==> src/rtl/sevenseg_pkg.sv <==
// rtl/sevenseg_pkg.sv - shared types and glyph table for the seven-segment scan driver
package sevenseg_pkg;

  typedef logic [6:0] seg_t;

  // Glyphs are active-low abc_defg: bit 6 = a, bit 0 = g.
  localparam seg_t SEG_OFF = 7'b111_1111;
  localparam seg_t GLYPH_0 = 7'b000_0001;
  localparam seg_t GLYPH_1 = 7'b100_1111;
  localparam seg_t GLYPH_2 = 7'b001_0010;
  localparam seg_t GLYPH_3 = 7'b000_0110;
  localparam seg_t GLYPH_4 = 7'b100_1100;
  localparam seg_t GLYPH_5 = 7'b010_0100;
  localparam seg_t GLYPH_6 = 7'b010_0000;
  localparam seg_t GLYPH_7 = 7'b000_1111;
  localparam seg_t GLYPH_8 = 7'b000_0000;
  localparam seg_t GLYPH_9 = 7'b000_1100;
  localparam seg_t GLYPH_A = 7'b000_1000;
  localparam seg_t GLYPH_B = 7'b110_0000;
  localparam seg_t GLYPH_C = 7'b011_0001;
  localparam seg_t GLYPH_D = 7'b100_0010;
  localparam seg_t GLYPH_E = 7'b011_0000;
  localparam seg_t GLYPH_F = 7'b011_1000;

  typedef enum logic {GAP, DRIVE} scan_state_t;

endpackage

==> src/rtl/sevenseg_glyph.sv <==
// rtl/sevenseg_glyph.sv - nibble to active-low seven-segment glyph decoder
module sevenseg_glyph
  import sevenseg_pkg::*;
(
  input  logic [3:0] nibble,
  input  logic       hex_mode,
  output logic [6:0] glyph
);

  always_comb begin
    glyph = SEG_OFF;
    case (nibble)
      4'h0: glyph = GLYPH_0;
      4'h1: glyph = GLYPH_1;
      4'h2: glyph = GLYPH_2;
      4'h3: glyph = GLYPH_3;
      4'h4: glyph = GLYPH_4;
      4'h5: glyph = GLYPH_5;
      4'h6: glyph = GLYPH_6;
      4'h7: glyph = GLYPH_7;
      4'h8: glyph = GLYPH_8;
      4'h9: glyph = GLYPH_9;
      4'hA: glyph = hex_mode ? GLYPH_A : SEG_OFF;
      4'hB: glyph = hex_mode ? GLYPH_B : SEG_OFF;
      4'hC: glyph = hex_mode ? GLYPH_C : SEG_OFF;
      4'hD: glyph = hex_mode ? GLYPH_D : SEG_OFF;
      4'hE: glyph = hex_mode ? GLYPH_E : SEG_OFF;
      default: glyph = hex_mode ? GLYPH_F : SEG_OFF;
    endcase
  end

endmodule

==> src/rtl/sevenseg_scan_driver.sv <==
// rtl/sevenseg_scan_driver.sv - time-multiplexed seven-segment scanner with gap and frame-synchronous load
module sevenseg_scan_driver
  import sevenseg_pkg::*;
#(
  parameter int NUM_DIGITS       = 4,
  parameter int REFRESH_DIV      = 50000,
  parameter int GAP_CYCLES       = 64,
  parameter bit HEX_MODE         = 1'b0,
  parameter bit SEG_ACTIVE_LOW   = 1'b1,
  parameter bit DIGIT_ACTIVE_LOW = 1'b1
) (
  input  logic                    clk,
  input  logic                    reset_n,
  input  logic                    enable,
  input  logic                    load,
  input  logic [4*NUM_DIGITS-1:0] value,
  input  logic [NUM_DIGITS-1:0]   dp_in,
  input  logic                    blank_lz,
  output logic [6:0]              segments,
  output logic                    dp,
  output logic [NUM_DIGITS-1:0]   digit_en,
  output logic                    frame_done
);

  localparam int IDX_W   = (NUM_DIGITS > 1) ? $clog2(NUM_DIGITS) : 1;
  localparam int CNT_MAX = (REFRESH_DIV > GAP_CYCLES) ? REFRESH_DIV : GAP_CYCLES;
  localparam int CNT_W   = (CNT_MAX > 1) ? $clog2(CNT_MAX) : 1;

  localparam logic [6:0]            SEG_OFF_PIN   = SEG_ACTIVE_LOW ? SEG_OFF : ~SEG_OFF;
  localparam logic                  DP_OFF_PIN    = SEG_ACTIVE_LOW;
  localparam logic [NUM_DIGITS-1:0] DIGIT_OFF_PIN = DIGIT_ACTIVE_LOW ? '1 : '0;

  scan_state_t             state;
  logic [IDX_W-1:0]        idx;
  logic [CNT_W-1:0]        cnt;
  logic [4*NUM_DIGITS-1:0] shadow_val, active_val;
  logic [NUM_DIGITS-1:0]   shadow_dp, active_dp;
  logic                    pending;

  logic                    gap_end, drive_end, transfer;
  logic [4*NUM_DIGITS-1:0] cur_val;
  logic [NUM_DIGITS-1:0]   cur_dp;
  logic [3:0]              nibble;
  logic [6:0]              glyph;
  logic                    digit_dark;
  logic [6:0]              seg_pin;
  logic                    dp_pin;
  logic [NUM_DIGITS-1:0]   digit_pin;
  logic [IDX_W-1:0]        idx_next;

  assign gap_end   = (state == GAP)   && (cnt == CNT_W'(GAP_CYCLES - 1));
  assign drive_end = (state == DRIVE) && (cnt == CNT_W'(REFRESH_DIV - 1));
  assign transfer  = enable && gap_end && (idx == '0) && pending;

  // The digit being entered on a transfer edge must already show the new frame's data.
  assign cur_val = transfer ? shadow_val : active_val;
  assign cur_dp  = transfer ? shadow_dp  : active_dp;
  assign nibble  = cur_val[4*int'(idx) +: 4];

  sevenseg_glyph u_glyph (
    .nibble   (nibble),
    .hex_mode (HEX_MODE),
    .glyph    (glyph)
  );

  // A digit is a leading zero when it and everything above it is zero.
  assign digit_dark = blank_lz && (idx != '0) && ((cur_val >> (4*int'(idx))) == '0);

  always_comb begin
    seg_pin   = digit_dark ? SEG_OFF : glyph;
    seg_pin   = SEG_ACTIVE_LOW ? seg_pin : ~seg_pin;
    dp_pin    = SEG_ACTIVE_LOW ? ~cur_dp[idx] : cur_dp[idx];
    digit_pin = NUM_DIGITS'(1) << idx;
    digit_pin = DIGIT_ACTIVE_LOW ? ~digit_pin : digit_pin;
    idx_next  = (idx == IDX_W'(NUM_DIGITS - 1)) ? '0 : idx + 1'b1;
  end

  always_ff @(posedge clk or negedge reset_n) begin
    if (!reset_n) begin
      state      <= GAP;
      idx        <= '0;
      cnt        <= '0;
      shadow_val <= '0;
      shadow_dp  <= '0;
      active_val <= '0;
      active_dp  <= '0;
      pending    <= 1'b0;
      segments   <= SEG_OFF_PIN;
      dp         <= DP_OFF_PIN;
      digit_en   <= DIGIT_OFF_PIN;
      frame_done <= 1'b0;
    end else begin
      if (load) begin
        shadow_val <= value;
        shadow_dp  <= dp_in;
        pending    <= 1'b1;
      end else if (transfer) begin
        pending    <= 1'b0;
      end

      if (!enable) begin
        state      <= GAP;
        idx        <= '0;
        cnt        <= '0;
        segments   <= SEG_OFF_PIN;
        dp         <= DP_OFF_PIN;
        digit_en   <= DIGIT_OFF_PIN;
        frame_done <= 1'b0;
      end else begin
        case (state)
          GAP: begin
            frame_done <= 1'b0;
            if (gap_end) begin
              state    <= DRIVE;
              cnt      <= '0;
              segments <= seg_pin;
              dp       <= dp_pin;
              digit_en <= digit_pin;
              if (transfer) begin
                active_val <= shadow_val;
                active_dp  <= shadow_dp;
              end
            end else begin
              cnt <= cnt + 1'b1;
            end
          end
          default: begin
            if (drive_end) begin
              state      <= GAP;
              cnt        <= '0;
              idx        <= idx_next;
              segments   <= SEG_OFF_PIN;
              dp         <= DP_OFF_PIN;
              digit_en   <= DIGIT_OFF_PIN;
              frame_done <= (idx == IDX_W'(NUM_DIGITS - 1));
            end else begin
              cnt      <= cnt + 1'b1;
              segments <= seg_pin;
              dp       <= dp_pin;
              digit_en <= digit_pin;
            end
          end
        endcase
      end
    end
  end

endmodule

==> config.mk <==
export PLATFORM = sky130hd
export DESIGN_NAME = sevenseg_scan_driver
export DESIGN_NICKNAME = d
export VERILOG_FILES = /design/src/rtl/sevenseg_pkg.sv /design/src/rtl/sevenseg_glyph.sv /design/src/rtl/sevenseg_scan_driver.sv
export SDC_FILE = /design/constraint.sdc
export NUM_CORES = 1
export LEC_CHECK = 0
export ABC_AREA = 1
export BUFFER_PORTS_ARGS = -buffer_cell sky130_fd_sc_hd__buf_2
export CAP_MARGIN = 15
export CORE_UTILIZATION = 45
export DETAILED_ROUTE_END_ITERATION = 8
export MAX_ROUTING_LAYER = met4
export SLEW_MARGIN = 25
export SYNTH_ARGS = -nofsm -noshare
export SYNTH_HDL_FRONTEND = slang
export SYNTH_SLANG_ARGS = --single-unit
==> constraint.sdc <==
create_clock -name clk -period 4.6 [get_ports clk]
set_input_delay 0.46 -clock clk [delete_from_list [all_inputs] [get_ports clk]]
set_output_delay 0.46 -clock clk [all_outputs]
set_load 0.005 [all_outputs]
==> impl_metrics.ini <==
[cells_and_area]
fin_nets = 518
fin_area_um2 = 4173
register_area_um2 = 1842
most-common-layout-cells = nand2_1 (117), dfrtp_1 (61), nor2_1 (52)
antenna_cells = 0
fillers = 785
drive_gt1_share_pct = 20.08
syn_to_final_growth_pct = 13.05
layout_commonest_cell = nand2_1
multi_input_area_um2 = 1617

[detailed_routing]
vias = 3009
drc = 0
drt_iter0_drc = 156
wirelength_mm = 7.833
firstDrtPassIters = 5
post_drt_wl_per_cell_um = 13.16
drtAntennaViolNets = 0
avgViaCountPerCell = 5.057

[critical_path]
cp-end-kind = flip-flop
critPathArrivalTime_ns = 3.75
r2r_start = idx[0]
start_kind = flip-flop
r2r_slack_ns = 1.12
endpoint = segments[4]
r2r_cells = 13
crit_start = idx[0]
r2r-end = segments[4]
crit_type = reg2reg
crit_required_ns = 4.87
crit_fanout = 22

[logic_synthesis]
synth_cells = 452
synth_cell_type_count = 36
synth_async_sr_flop_share_pct = 100.0
synth_largest_area_cell = dfrtp_1
seq_area_frac_synth_pct = 49.90
avgSynthCellArea_um2 = 8.166
synth_area_um2 = 3691
synth_area_leaders = dfrtp_1 (41%), nand2_1 (12%), dfstp_2 (8.5%)
synth_top_flop_cell = dfrtp_1
ys.warnings.count = 0
synth_seq_cells = 73
syn-num-nets = 482
synth_edf_count = 0
synth_top_area_share_pct = 41.36

[global_route]
grt_usage_pct = 20.81
grt_pass1_vias = 2790
grt_pass1_wl_mm = 13.52
antenna_found_initial = 0
grt_max_degree = 41
grt-ovfl-total = 0

[timing]
slew_headroom_pct = 43.88
setup_violations = 0
hold_slack_ns = 0.1951
fmax_mhz = 287.2
drv_slew = 0
clock_skew_ns = 0.005885
worst_pin_slew_ns = 0.8418
hold_viol = 0
period_share_pct = 75.70
rsz0062_at_grt = false
period_needed_ns = 3.482
tns_ns = 0

[clocking]
cts_tree = yes
hold_buffers = 0
clk_pin_slew_ns = 0.07
cts_made_buffers = 9
insertion_delay_ns = 0.34
cts_sinks = 73
cts_resized = 0
post_cts_buffers = 0
htreeDepth = 3
clock-root-buffer = clkbuf_8
clk_path_buf_depth = 2

[power_and_ir_drop]
p_per_area_nw_per_um2 = 316.7
leakage_nw = 2.013
peakVddDrop_mv = 0.1650

[floorplanning]
dieArea_um2 = 8568
rows = 32
die_w_um = 92.57
io_pins = 38
core_area_um2 = 7848
start_util_pct = 47.03
chipHeight_um = 92.57

[placement]
place.gp.congestion = 0.8442
placed_area_um2 = 3944
dpl.hpwl_mm = 5.617
io_buffers = 37

[outcome]
status = completed

[min_path]
hp-class = in2async

[job]
maxCapViolCount = 0
worst min path at each step:
| stage | start | endpoint | cells after the start |
|---|---|---|---|
| 6_report | reset_n | cnt[13] | 1 |
| 5_1_grt | reset_n | active_val[13] | 1 |
| 4_1_cts | reset_n | active_val[15] | 1 |
| 3_5_place_dp | cnt[0] | cnt[0] | 1 |
| 3_3_place_gp | cnt[0] | cnt[0] | 1 |
| 2_1_floorplan | reset_n | active_dp[0] | 0 |
power breakdown:
part | leakage, nW | switching (W) | total (W) | internal [W]
combinational | 0.996 | 0.0000486 | 0.0000716 | 0.0000230
clock | 0.115 | 0.000240 | 0.000573 | 0.000333
sequential | 0.902 | 0.0000105 | 0.000676 | 0.000666
total | 2.01 | 0.000299 | 0.00132 | 0.00102
synth_stat cells (3+ instances only):
cell type / number
nand2_1: 117
dfrtp_1: 61
nor2_1: 52
inv_1: 40
nand3_1: 37
o21ai_0: 23
nand4_1: 20
nand2_2: 13
dfstp_2: 12
a21oi_1: 8
nor3_1: 8
clkbuf_1: 7
xor2_1: 6
and2_1: 5
ha_1: 5
nor2_2: 5
nor3b_1: 4
buf_2: 3
nand3_2: 3
final cells by class:
class | count | area share (%)
sequential | 73 | 44.14
multi-input combinational | 322 | 38.74
timing repair buffer | 38 | 4.618
inverter | 44 | 3.958
clock buffer | 11 | 3.628
tap | 102 | 3.058
clock inverter | 5 | 1.859
metal layers:
layer / up-vias / GRT usage, % / part of all wire, %
met4: 0 / 5.729 / 0.83
li1: 1532 / - / -
met1: 1404 / 30.78 / 52
met5: - / - / 0
met2: 65 / 28.58 / 43
met3: 8 / 4.598 / 4.4
flip-flops by register name, summed over array words and instances (netlist names):
register,flops
pending,1
state,1
active_val,16
dp,1
shadow_val,16
cnt,16
segments,7
active_dp,4
frame_done,1
idx,2
shadow_dp,4
digit_en,4
cells by family (layout without fill, tap and decap cells):
group | Yosys count | after routing | share of synthesized area [%]
adder cells (fa/ha/maj) | 5 | 5 | 1.695
AND/OR/NAND/NOR | 272 | 272 | 34.75
XOR/XNOR | 7 | 7 | 1.661
buffers and inverters | 57 | 98 | 6.305
AO/OA/AOI/OAI | 38 | 38 | 5.695
flip-flops | 73 | 73 | 49.90
worst max-delay path, cell delays in order, from the launching register on:
cell	delay, ns
dfrtp_1	0.59
inv_1	0.51
ha_1	0.81
nand3_4	0.36
nand2_1	0.19
nand2_2	0.08
nand2_1	0.06
nand3_1	0.10
nand2_2	0.13
nand2_1	0.10
a21oi_2	0.19
nand2_2	0.10
o21bai_1	0.13
inv_1	0.06
metrics by stage:
step	util, %	setup slack (ns)	std cells	power (W)
finish	53.17	1.118	595	0.001321
global route	53.17	0.8107	595	0.001383
CTS	53.17	1.165	595	0.001337
detailed placement	50.26	1.160	579	0.0007629
global placement	50.26	1.373	579	0.0007600
floorplan	-	2.223	452	0.0007220
Power figures use the tool's default switching activity.
